### config.mk
export PLATFORM = sky130hd
export DESIGN_NAME = vector_issue_sequencer
export DESIGN_NICKNAME = d
export VERILOG_FILES = /design/src/rtl/vec_pkg.sv /design/src/rtl/vec_instr_fifo.sv /design/src/rtl/vector_issue_sequencer.sv
export SDC_FILE = /design/constraint.sdc
export NUM_CORES = 1
export LEC_CHECK = 0
export CORE_MARGIN = 2
export CORE_UTILIZATION = 30
export CTS_CLUSTER_DIAMETER = 60
export DETAILED_ROUTE_END_ITERATION = 10
export GPL_ROUTABILITY_DRIVEN = 0
export PLACE_DENSITY = 0.53
export SLEW_MARGIN = 10
export SYNTH_ARGS = -nofsm -noshare
export SYNTH_HDL_FRONTEND = slang
export SYNTH_SLANG_ARGS = --single-unit
### constraint.sdc
create_clock -name clk -period 4.5 [get_ports clk]
set_clock_uncertainty 0.15 [all_clocks]
set_input_delay 0.9 -clock clk [delete_from_list [all_inputs] [get_ports clk]]
set_output_delay 0.9 -clock clk [all_outputs]
set_load 0.01 [all_outputs]
### src/rtl/vec_pkg.sv
// Shared definitions for the vector issue sequencer: instruction layout,
// opcodes, memory geometry and the datapath no-op encoding.
package vec_pkg;

  localparam int unsigned INSTR_W  = 13;
  localparam int unsigned OP_MSB   = 12;
  localparam int unsigned OP_LSB   = 11;
  localparam int unsigned RSEL_MSB = 10;
  localparam int unsigned RSEL_LSB = 9;
  localparam int unsigned ADDR_MSB = 8;
  localparam int unsigned ADDR_LSB = 0;
  localparam int unsigned ADDR_W   = 9;

  localparam logic [1:0] OP_LOAD  = 2'b00;
  localparam logic [1:0] OP_STORE = 2'b01;
  localparam logic [1:0] OP_ADD   = 2'b10;
  localparam logic [1:0] OP_MUL   = 2'b11;

  localparam int unsigned VEC_WORDS      = 16;
  localparam int unsigned MEM_WORDS      = 512;
  localparam int unsigned MAX_LEGAL_ADDR = 496;

  localparam logic [ADDR_W-1:0] NOP_ADDR = 9'h1FF;

  typedef enum logic {
    S_IDLE = 1'b0,
    S_EXEC = 1'b1
  } seq_state_e;

  // Bundle driven onto the vector processor inputs
  typedef struct packed {
    logic [1:0]        instruction;
    logic [1:0]        reg_select;
    logic [ADDR_W-1:0] mem_addr;
  } vp_bus_t;

  // 511+16 overruns memory, so the datapath suppresses every write
  localparam vp_bus_t VP_NOP = '{instruction: 2'b00, reg_select: 2'b00, mem_addr: NOP_ADDR};

  // A vector access of VEC_WORDS starting at addr must stay inside memory
  function automatic logic addr_legal(input logic [ADDR_W-1:0] addr);
    logic [9:0] span_end;
    span_end = 10'(addr) + 10'(VEC_WORDS);
    return span_end <= 10'(MEM_WORDS);
  endfunction

  // Split a raw instruction word into datapath fields
  function automatic vp_bus_t decode(input logic [INSTR_W-1:0] w);
    vp_bus_t b;
    b.instruction = w[OP_MSB:OP_LSB];
    b.reg_select  = w[RSEL_MSB:RSEL_LSB];
    b.mem_addr    = w[ADDR_MSB:ADDR_LSB];
    return b;
  endfunction

endpackage

### src/rtl/vec_instr_fifo.sv
// Synchronous instruction FIFO; no bypass, flush empties it in one edge.
module vec_instr_fifo
  import vec_pkg::*;
#(
  parameter int unsigned DEPTH = 4
) (
  input  logic                     clk,
  input  logic                     rst_n,
  input  logic                     push,
  input  logic [INSTR_W-1:0]       push_data,
  input  logic                     pop,
  input  logic                     flush,
  output logic [$clog2(DEPTH):0]   count,
  output logic [INSTR_W-1:0]       head
);

  localparam int unsigned PTR_W = $clog2(DEPTH);
  localparam int unsigned CNT_W = PTR_W + 1;

  logic [INSTR_W-1:0] mem [DEPTH];
  logic [PTR_W-1:0]   wr_ptr;
  logic [PTR_W-1:0]   rd_ptr;
  logic               full;
  logic               empty;
  logic               do_push;
  logic               do_pop;

  assign full    = count == CNT_W'(DEPTH);
  assign empty   = count == '0;
  assign do_push = push && !full && !flush;
  assign do_pop  = pop && !empty && !flush;
  assign head    = mem[rd_ptr];

  // Pointer and occupancy tracking
  always_ff @(posedge clk or negedge rst_n) begin
    if (!rst_n) begin
      wr_ptr <= '0;
      rd_ptr <= '0;
      count  <= '0;
    end else if (flush) begin
      wr_ptr <= '0;
      rd_ptr <= '0;
      count  <= '0;
    end else begin
      if (do_push) wr_ptr <= wr_ptr + PTR_W'(1);
      if (do_pop)  rd_ptr <= rd_ptr + PTR_W'(1);
      case ({do_push, do_pop})
        2'b10:   count <= count + CNT_W'(1);
        2'b01:   count <= count - CNT_W'(1);
        default: count <= count;
      endcase
    end
  end

  // Storage array, written only on accepted pushes
  always_ff @(posedge clk) begin
    if (do_push) mem[wr_ptr] <= push_data;
  end

endmodule

### src/rtl/vector_issue_sequencer.sv
// Buffers vector instructions, drops out-of-bound accesses and holds each
// legal instruction on the vector processor inputs for its issue time.
module vector_issue_sequencer
  import vec_pkg::*;
#(
  parameter int unsigned DEPTH      = 4,
  parameter int unsigned MUL_CYCLES = 2,
  parameter int unsigned CNT_W      = 16
) (
  input  logic                     clk,
  input  logic                     rst_n,
  input  logic                     in_valid,
  output logic                     in_ready,
  input  logic [INSTR_W-1:0]       in_instr,
  input  logic                     flush,
  output logic [1:0]               vp_instruction,
  output logic [1:0]               vp_reg_select,
  output logic [ADDR_W-1:0]        vp_mem_addr,
  input  logic                     vp_out_of_bound,
  output logic                     busy,
  output logic [$clog2(DEPTH):0]   fifo_count,
  output logic [CNT_W-1:0]         issued_count,
  output logic [7:0]               drop_count,
  output logic                     err_oob,
  output logic                     err_mismatch,
  input  logic                     err_clear
);

  localparam int unsigned FC_W   = $clog2(DEPTH) + 1;
  localparam int unsigned HOLD_W = (MUL_CYCLES > 1) ? $clog2(MUL_CYCLES) : 1;

  seq_state_e         state_q, state_d;
  vp_bus_t            vp_q, vp_d;
  logic [HOLD_W-1:0]  hold_q, hold_d;
  logic [CNT_W-1:0]   issued_d;
  logic [7:0]         drop_d;
  logic               oob_d;
  logic               mis_d;

  logic [INSTR_W-1:0] head;
  vp_bus_t            head_bus;
  logic               head_legal;
  logic               empty;
  logic               full;
  logic               push;
  logic               pop;
  logic               slot_free;
  logic               drop_evt;
  logic               mis_evt;

  assign full       = fifo_count == FC_W'(DEPTH);
  assign empty      = fifo_count == '0;
  assign in_ready   = !full && !flush;
  assign push       = in_valid && in_ready;
  assign slot_free  = (state_q == S_IDLE) || (hold_q == '0);
  assign pop        = !flush && !empty && slot_free;
  assign head_bus   = decode(head);
  assign head_legal = addr_legal(head_bus.mem_addr);
  assign drop_evt   = pop && !head_legal;
  assign mis_evt    = (state_q == S_EXEC) && vp_out_of_bound;
  assign busy       = (state_q != S_IDLE) || !empty;

  assign vp_instruction = vp_q.instruction;
  assign vp_reg_select  = vp_q.reg_select;
  assign vp_mem_addr    = vp_q.mem_addr;

  vec_instr_fifo #(
    .DEPTH(DEPTH)
  ) u_fifo (
    .clk      (clk),
    .rst_n    (rst_n),
    .push     (push),
    .push_data(in_instr),
    .pop      (pop),
    .flush    (flush),
    .count    (fifo_count),
    .head     (head)
  );

  // State, datapath drive and bookkeeping registers
  always_ff @(posedge clk or negedge rst_n) begin
    if (!rst_n) begin
      state_q      <= S_IDLE;
      vp_q         <= VP_NOP;
      hold_q       <= '0;
      issued_count <= '0;
      drop_count   <= '0;
      err_oob      <= 1'b0;
      err_mismatch <= 1'b0;
    end else begin
      state_q      <= state_d;
      vp_q         <= vp_d;
      hold_q       <= hold_d;
      issued_count <= issued_d;
      drop_count   <= drop_d;
      err_oob      <= oob_d;
      err_mismatch <= mis_d;
    end
  end

  // Next-state: issue a legal head, otherwise settle in IDLE
  always_comb begin
    state_d = state_q;
    if (flush) begin
      state_d = S_IDLE;
    end else begin
      case (state_q)
        S_IDLE: begin
          if (pop && head_legal) state_d = S_EXEC;
        end
        S_EXEC: begin
          if (hold_q == '0) begin
            state_d = (pop && head_legal) ? S_EXEC : S_IDLE;
          end
        end
        default: state_d = S_IDLE;
      endcase
    end
  end

  // Next datapath drive, hold counter, counters and sticky flags
  always_comb begin
    vp_d     = vp_q;
    hold_d   = hold_q;
    issued_d = issued_count;
    drop_d   = drop_count;
    oob_d    = err_oob;
    mis_d    = err_mismatch;

    if (flush) begin
      vp_d   = VP_NOP;
      hold_d = '0;
    end else if (pop) begin
      if (head_legal) begin
        vp_d     = head_bus;
        hold_d   = (head_bus.instruction == OP_MUL) ? HOLD_W'(MUL_CYCLES - 1) : '0;
        issued_d = issued_count + CNT_W'(1);
      end else begin
        vp_d   = VP_NOP;
        hold_d = '0;
      end
    end else if ((state_q == S_EXEC) && (hold_q != '0)) begin
      hold_d = hold_q - HOLD_W'(1);
    end else begin
      vp_d   = VP_NOP;
      hold_d = '0;
    end

    // Clear first so a same-cycle error event still registers
    if (err_clear) begin
      drop_d = '0;
      oob_d  = 1'b0;
      mis_d  = 1'b0;
    end
    if (drop_evt) begin
      oob_d = 1'b1;
      if (drop_d != 8'hFF) drop_d = drop_d + 8'd1;
    end
    if (mis_evt) mis_d = 1'b1;
  end

endmodule

==> PnR_summary.wiki <==
{| class="wikitable"
! Metric !! Value
|-
| Number of detailed-routing iterations run before antenna repair || 4
|-
| Proportion of synthesized chip area in sequential cells || 0.653
|-
| Root buffer cell || sky130_fd_sc_hd__clkbuf_16
|-
| Mean number of vias per cell || 4.73
|-
| Final-layout setup total negative slack || 0 ps
|-
| Power density over the cells || 516 nW/um^2
|-
| Most area-consuming cells after synthesis || sky130_fd_sc_hd__edfxtp_1 (37%), sky130_fd_sc_hd__dfrtp_1 (23%), sky130_fd_sc_hd__mux4_2 (6.4%), sky130_fd_sc_hd__dfstp_2 (5.6%), sky130_fd_sc_hd__xor2_1 (2.7%)
|-
| CTS tree || built
|-
| Number of gates resized after cts || 0
|-
| Area delta synth->final || 26.4%
|-
| Die extent in x || 123 microns
|-
| Max Fclk || 302 MHz
|-
| Share of final-layout standard cells stronger than drive strength 1 || 0.147
|-
| Tot Pwr || 2.77 mW
|-
| Ant. Diodes || 0
|-
| Final slew viol count || 0
|-
| First element of the critical path || flush
|-
| Starting density of the core || 0.306
|-
| Final Hold Fails || 0
|-
| Maximum VDD drop || 0.221 mV
|-
| Violation count after the first detailed-route iteration || 131
|-
| Run status || finished, final reports clean
|-
| Mean instance size in the synthesized netlist || 15.0 sq um
|-
| Num rows || 43
|-
| Top Ports || 63
|-
| M2 GR Usage || 0.216
|-
| Worst skew pair latency || 350 ps
|-
| Post-synth top area share || 0.367
|-
| Total grt overflow || 0
|-
| Most common cell in the netlist || sky130_fd_sc_hd__edfxtp_1
|-
| Cell family with most CP delay || buffers and inverters
|-
| Most frequent cells after synthesis || sky130_fd_sc_hd__edfxtp_1 (52), sky130_fd_sc_hd__dfrtp_1 (39), sky130_fd_sc_hd__nand2_1 (16)
|-
| Type of the most critical hold path || reg -> reg
|-
| Shortest clock period the worst path allows after layout || 3310 ps
|-
| Vias in the first global route || 2,688
|-
| Most Frequent Cell on Critical Path || sky130_fd_sc_hd__clkdlybuf4s50_1
|-
| Async S/R FF share, synth || 0.480
|-
| Gr usage total || 0.126
|-
| CTS Buf Count || 9
|-
| Pin count of the biggest net entering global routing || 49
|-
| Most used DFF post-synth || sky130_fd_sc_hd__edfxtp_1
|-
| Required time of the critical path || 3450 ps
|-
| Hold Path Stages || 1
|-
| Slew of the pin with the lowest slew margin || 1090 ps
|-
| Worst stage delay on the critical path || 600 ps
|-
| Die outline area || 15,100 sq um
|-
| Cell type with the largest total area after synthesis || sky130_fd_sc_hd__edfxtp_1
|-
| Detailed placer's ending HPWL || 6050 microns
|-
| Met3 usage in global routing || 0.0429
|-
| Leakage power || 2.01 nW
|-
| FF-to-FF Start || u_fifo.rd_ptr[0]$_DFFE_PN0P_
|-
| Fill cell instance count of the final layout || 1,317
|-
| Bufs on Longest Clock Path || 2
|-
| Number of nets with antenna violations after routing || 0
|-
| Worst path cell trace || clkdlybuf4s50_1 > a21oi_1 > clkdlybuf4s50_1
|-
| Port Buf Inserts || 62
|-
| Critical path's slowest cell || sky130_fd_sc_hd__clkdlybuf4s50_1
|-
| GRT busiest layer || met2
|-
| Rel. slew slack || 0.275
|-
| Height of the die || 123 microns
|-
| Count of mapped cells out of synthesis || 283
|-
| Crit Reg-Reg Endpoint || issued_count[5]$_DFFE_PN0P_
|-
| # H-tree levels || 3
|-
| Final cell utilization of the core || 0.387
|-
| Kind of end point of the critical path || primary output
|-
| Global-route wire length before repair || 14,100 microns
|-
| Mapped Area || 4250 sq um
|-
| CORE AREA || 13,900 sq um
|-
| Total detailed-routing wirelength || 8880 microns
|-
| Net count, final || 375
|-
| Max Cap Violations || 0
|-
| Post-CTS setup-driven buffer insertion count || 0
|-
| Final clock period utilization by the worst path || 0.736
|-
| Total number of vias || 2,528
|-
| EDFF count, synth || 52
|-
| Antenna violations before repair || 0
|-
| Syn_nets || 309
|-
| Number of cells on the critical path || 3
|-
| Reg2reg path depth || 6
|-
| Unrepaired setup endpoints after global routing || no
|-
| Smallest hold slack || 325 ps
|-
| Hold bufs inserted after CTS || 0
|-
| Synth warn || 0
|-
| Met1 layer usage reported by global route || 0.151
|-
| Critical Path Sink || in_ready
|-
| Wirelength per Cell || 16.6 microns
|-
| Clock edge transition at the registers on the reported setup and hold paths || 60 ps
|-
| DRC || 0
|-
| Total of endpoints with negative setup slack in the final report || 0
|-
| Clock sink count || 100
|-
| WP buf/inv || 2
|-
| Worst-path maximum fanout || 11
|-
| Slack of the worst reg-to-reg path || 1450 ps
|-
| Arrival time at the worst endpoint || 2260 ps
|-
| Count of cell types in the netlist || 45
|-
| Startpoint class of the critical path || input pin
|-
| Post-synthesis register bit count || 100
|-
| Class of the most critical setup path || in -> out
|}
## through the flow
stage | cell area, sq um | setup WS [ps] | std cells
3_5_place_dp | 5050 | 1150 | 518
2_1_floorplan | 4250 | 1340 | 283
5_1_grt | 5370 | 1100 | 534
3_3_place_gp | 5050 | 1190 | 518
6_report | 5370 | 1190 | 534
4_1_cts | 5370 | 1160 | 534
## worst min-delay path by stage
stage	start	slack, ps	endpoint
2_1_floorplan	issued_count[15]$_DFFE_PN0P_	350	issued_count[15]$_DFFE_PN0P_
6_report	issued_count[15]$_DFFE_PN0P_	320	issued_count[15]$_DFFE_PN0P_
5_1_grt	issued_count[15]$_DFFE_PN0P_	370	issued_count[15]$_DFFE_PN0P_
3_3_place_gp	issued_count[15]$_DFFE_PN0P_	310	issued_count[15]$_DFFE_PN0P_
4_1_cts	issued_count[15]$_DFFE_PN0P_	330	issued_count[15]$_DFFE_PN0P_
3_5_place_dp	issued_count[15]$_DFFE_PN0P_	320	issued_count[15]$_DFFE_PN0P_
## layout make-up
class                      count  area (sq um)  area share
timing repair buffer          66           646       0.120
tap                          180           225      0.0419
clock inverter                 5          85.1      0.0158
inverter                       8          30.0     0.00559
sequential                   100          2770       0.517
multi-input combinational    164          1380       0.257
clock buffer                  11           233      0.0433
## worst register-to-register path, stage by stage (launching register included)
cell and delay, ps:
sky130_fd_sc_hd__dfrtp_1 910, sky130_fd_sc_hd__mux4_2 670, sky130_fd_sc_hd__nor4_4 430, sky130_fd_sc_hd__o31ai_2 210, sky130_fd_sc_hd__buf_4 210, sky130_fd_sc_hd__nor3_1 220, sky130_fd_sc_hd__xor2_1 160
## registers in the layout, indices dropped and copies added (netlist names)
register	count
err_mismatch	1
u_fifo.rd_ptr	2
err_oob	1
u_fifo.count	3
issued_count	16
u_fifo.mem	52
vp_mem_addr	9
vp_reg_select	2
state_q	1
drop_count	8
hold_q	1
vp_instruction	2
u_fifo.wr_ptr	2
## kinds of logic after synthesis
family | count (synthesis) | share of synthesized area
compound gates | 36 | 0.0642
xor+xnor | 20 | 0.0412
fa+ha+maj | 7 | 0.0224
buf+inv | 19 | 0.0241
flops | 100 | 0.653
mux | 18 | 0.0792
simple gates | 83 | 0.116
## cell usage in the layout, fill, tap and decap left out, types with 2 or more instances in the layout
cell / Yosys / routed
sky130_fd_sc_hd__bufinv_16: 0 / 2
sky130_fd_sc_hd__dfrtp_1: 39 / 39
sky130_fd_sc_hd__nor3b_1: 3 / 3
sky130_fd_sc_hd__nand4_1: 4 / 4
sky130_fd_sc_hd__nand2b_1: 2 / 2
sky130_fd_sc_hd__o22a_1: 8 / 8
sky130_fd_sc_hd__a22o_1: 5 / 5
sky130_fd_sc_hd__edfxtp_1: 52 / 52
sky130_fd_sc_hd__and3_1: 6 / 6
sky130_fd_sc_hd__a211oi_1: 4 / 4
sky130_fd_sc_hd__and2b_1: 2 / 2
sky130_fd_sc_hd__clkdlybuf4s50_1: 0 / 61
sky130_fd_sc_hd__nor4b_4: 2 / 2
sky130_fd_sc_hd__and2_1: 5 / 5
sky130_fd_sc_hd__inv_1: 8 / 8
sky130_fd_sc_hd__nor2b_1: 4 / 4
sky130_fd_sc_hd__xnor2_1: 7 / 7
sky130_fd_sc_hd__or3_1: 2 / 2
sky130_fd_sc_hd__xor2_1: 13 / 13
sky130_fd_sc_hd__nand2_1: 16 / 16
sky130_fd_sc_hd__nand3_1: 8 / 8
sky130_fd_sc_hd__ha_1: 6 / 6
sky130_fd_sc_hd__clkbuf_16: 0 / 9
sky130_fd_sc_hd__clkbuf_1: 5 / 2
sky130_fd_sc_hd__dfstp_2: 9 / 9
sky130_fd_sc_hd__mux2_2: 5 / 5
sky130_fd_sc_hd__nor3_1: 10 / 10
sky130_fd_sc_hd__nor2_1: 13 / 13
sky130_fd_sc_hd__buf_4: 2 / 4
sky130_fd_sc_hd__a21oi_1: 5 / 5
sky130_fd_sc_hd__a41oi_1: 4 / 4
sky130_fd_sc_hd__mux4_2: 12 / 12
sky130_fd_sc_hd__o21ai_0: 4 / 4
## where the power goes
part,switching (mW),internal (mW)
logic,0.321,0.368
registers,0.145,1.10
clock network,0.340,0.493
total,0.805,1.97
## per-layer routing
layer | up-vias | wire (microns)
li1 | 1192 | -
met1 | 1273 | 4000
met2 | 58 | 4380
met3 | 5 | 434
met4 | 0 | 68
met5 | - | 0
No activity file was read; power rests on OpenSTA's default activity.
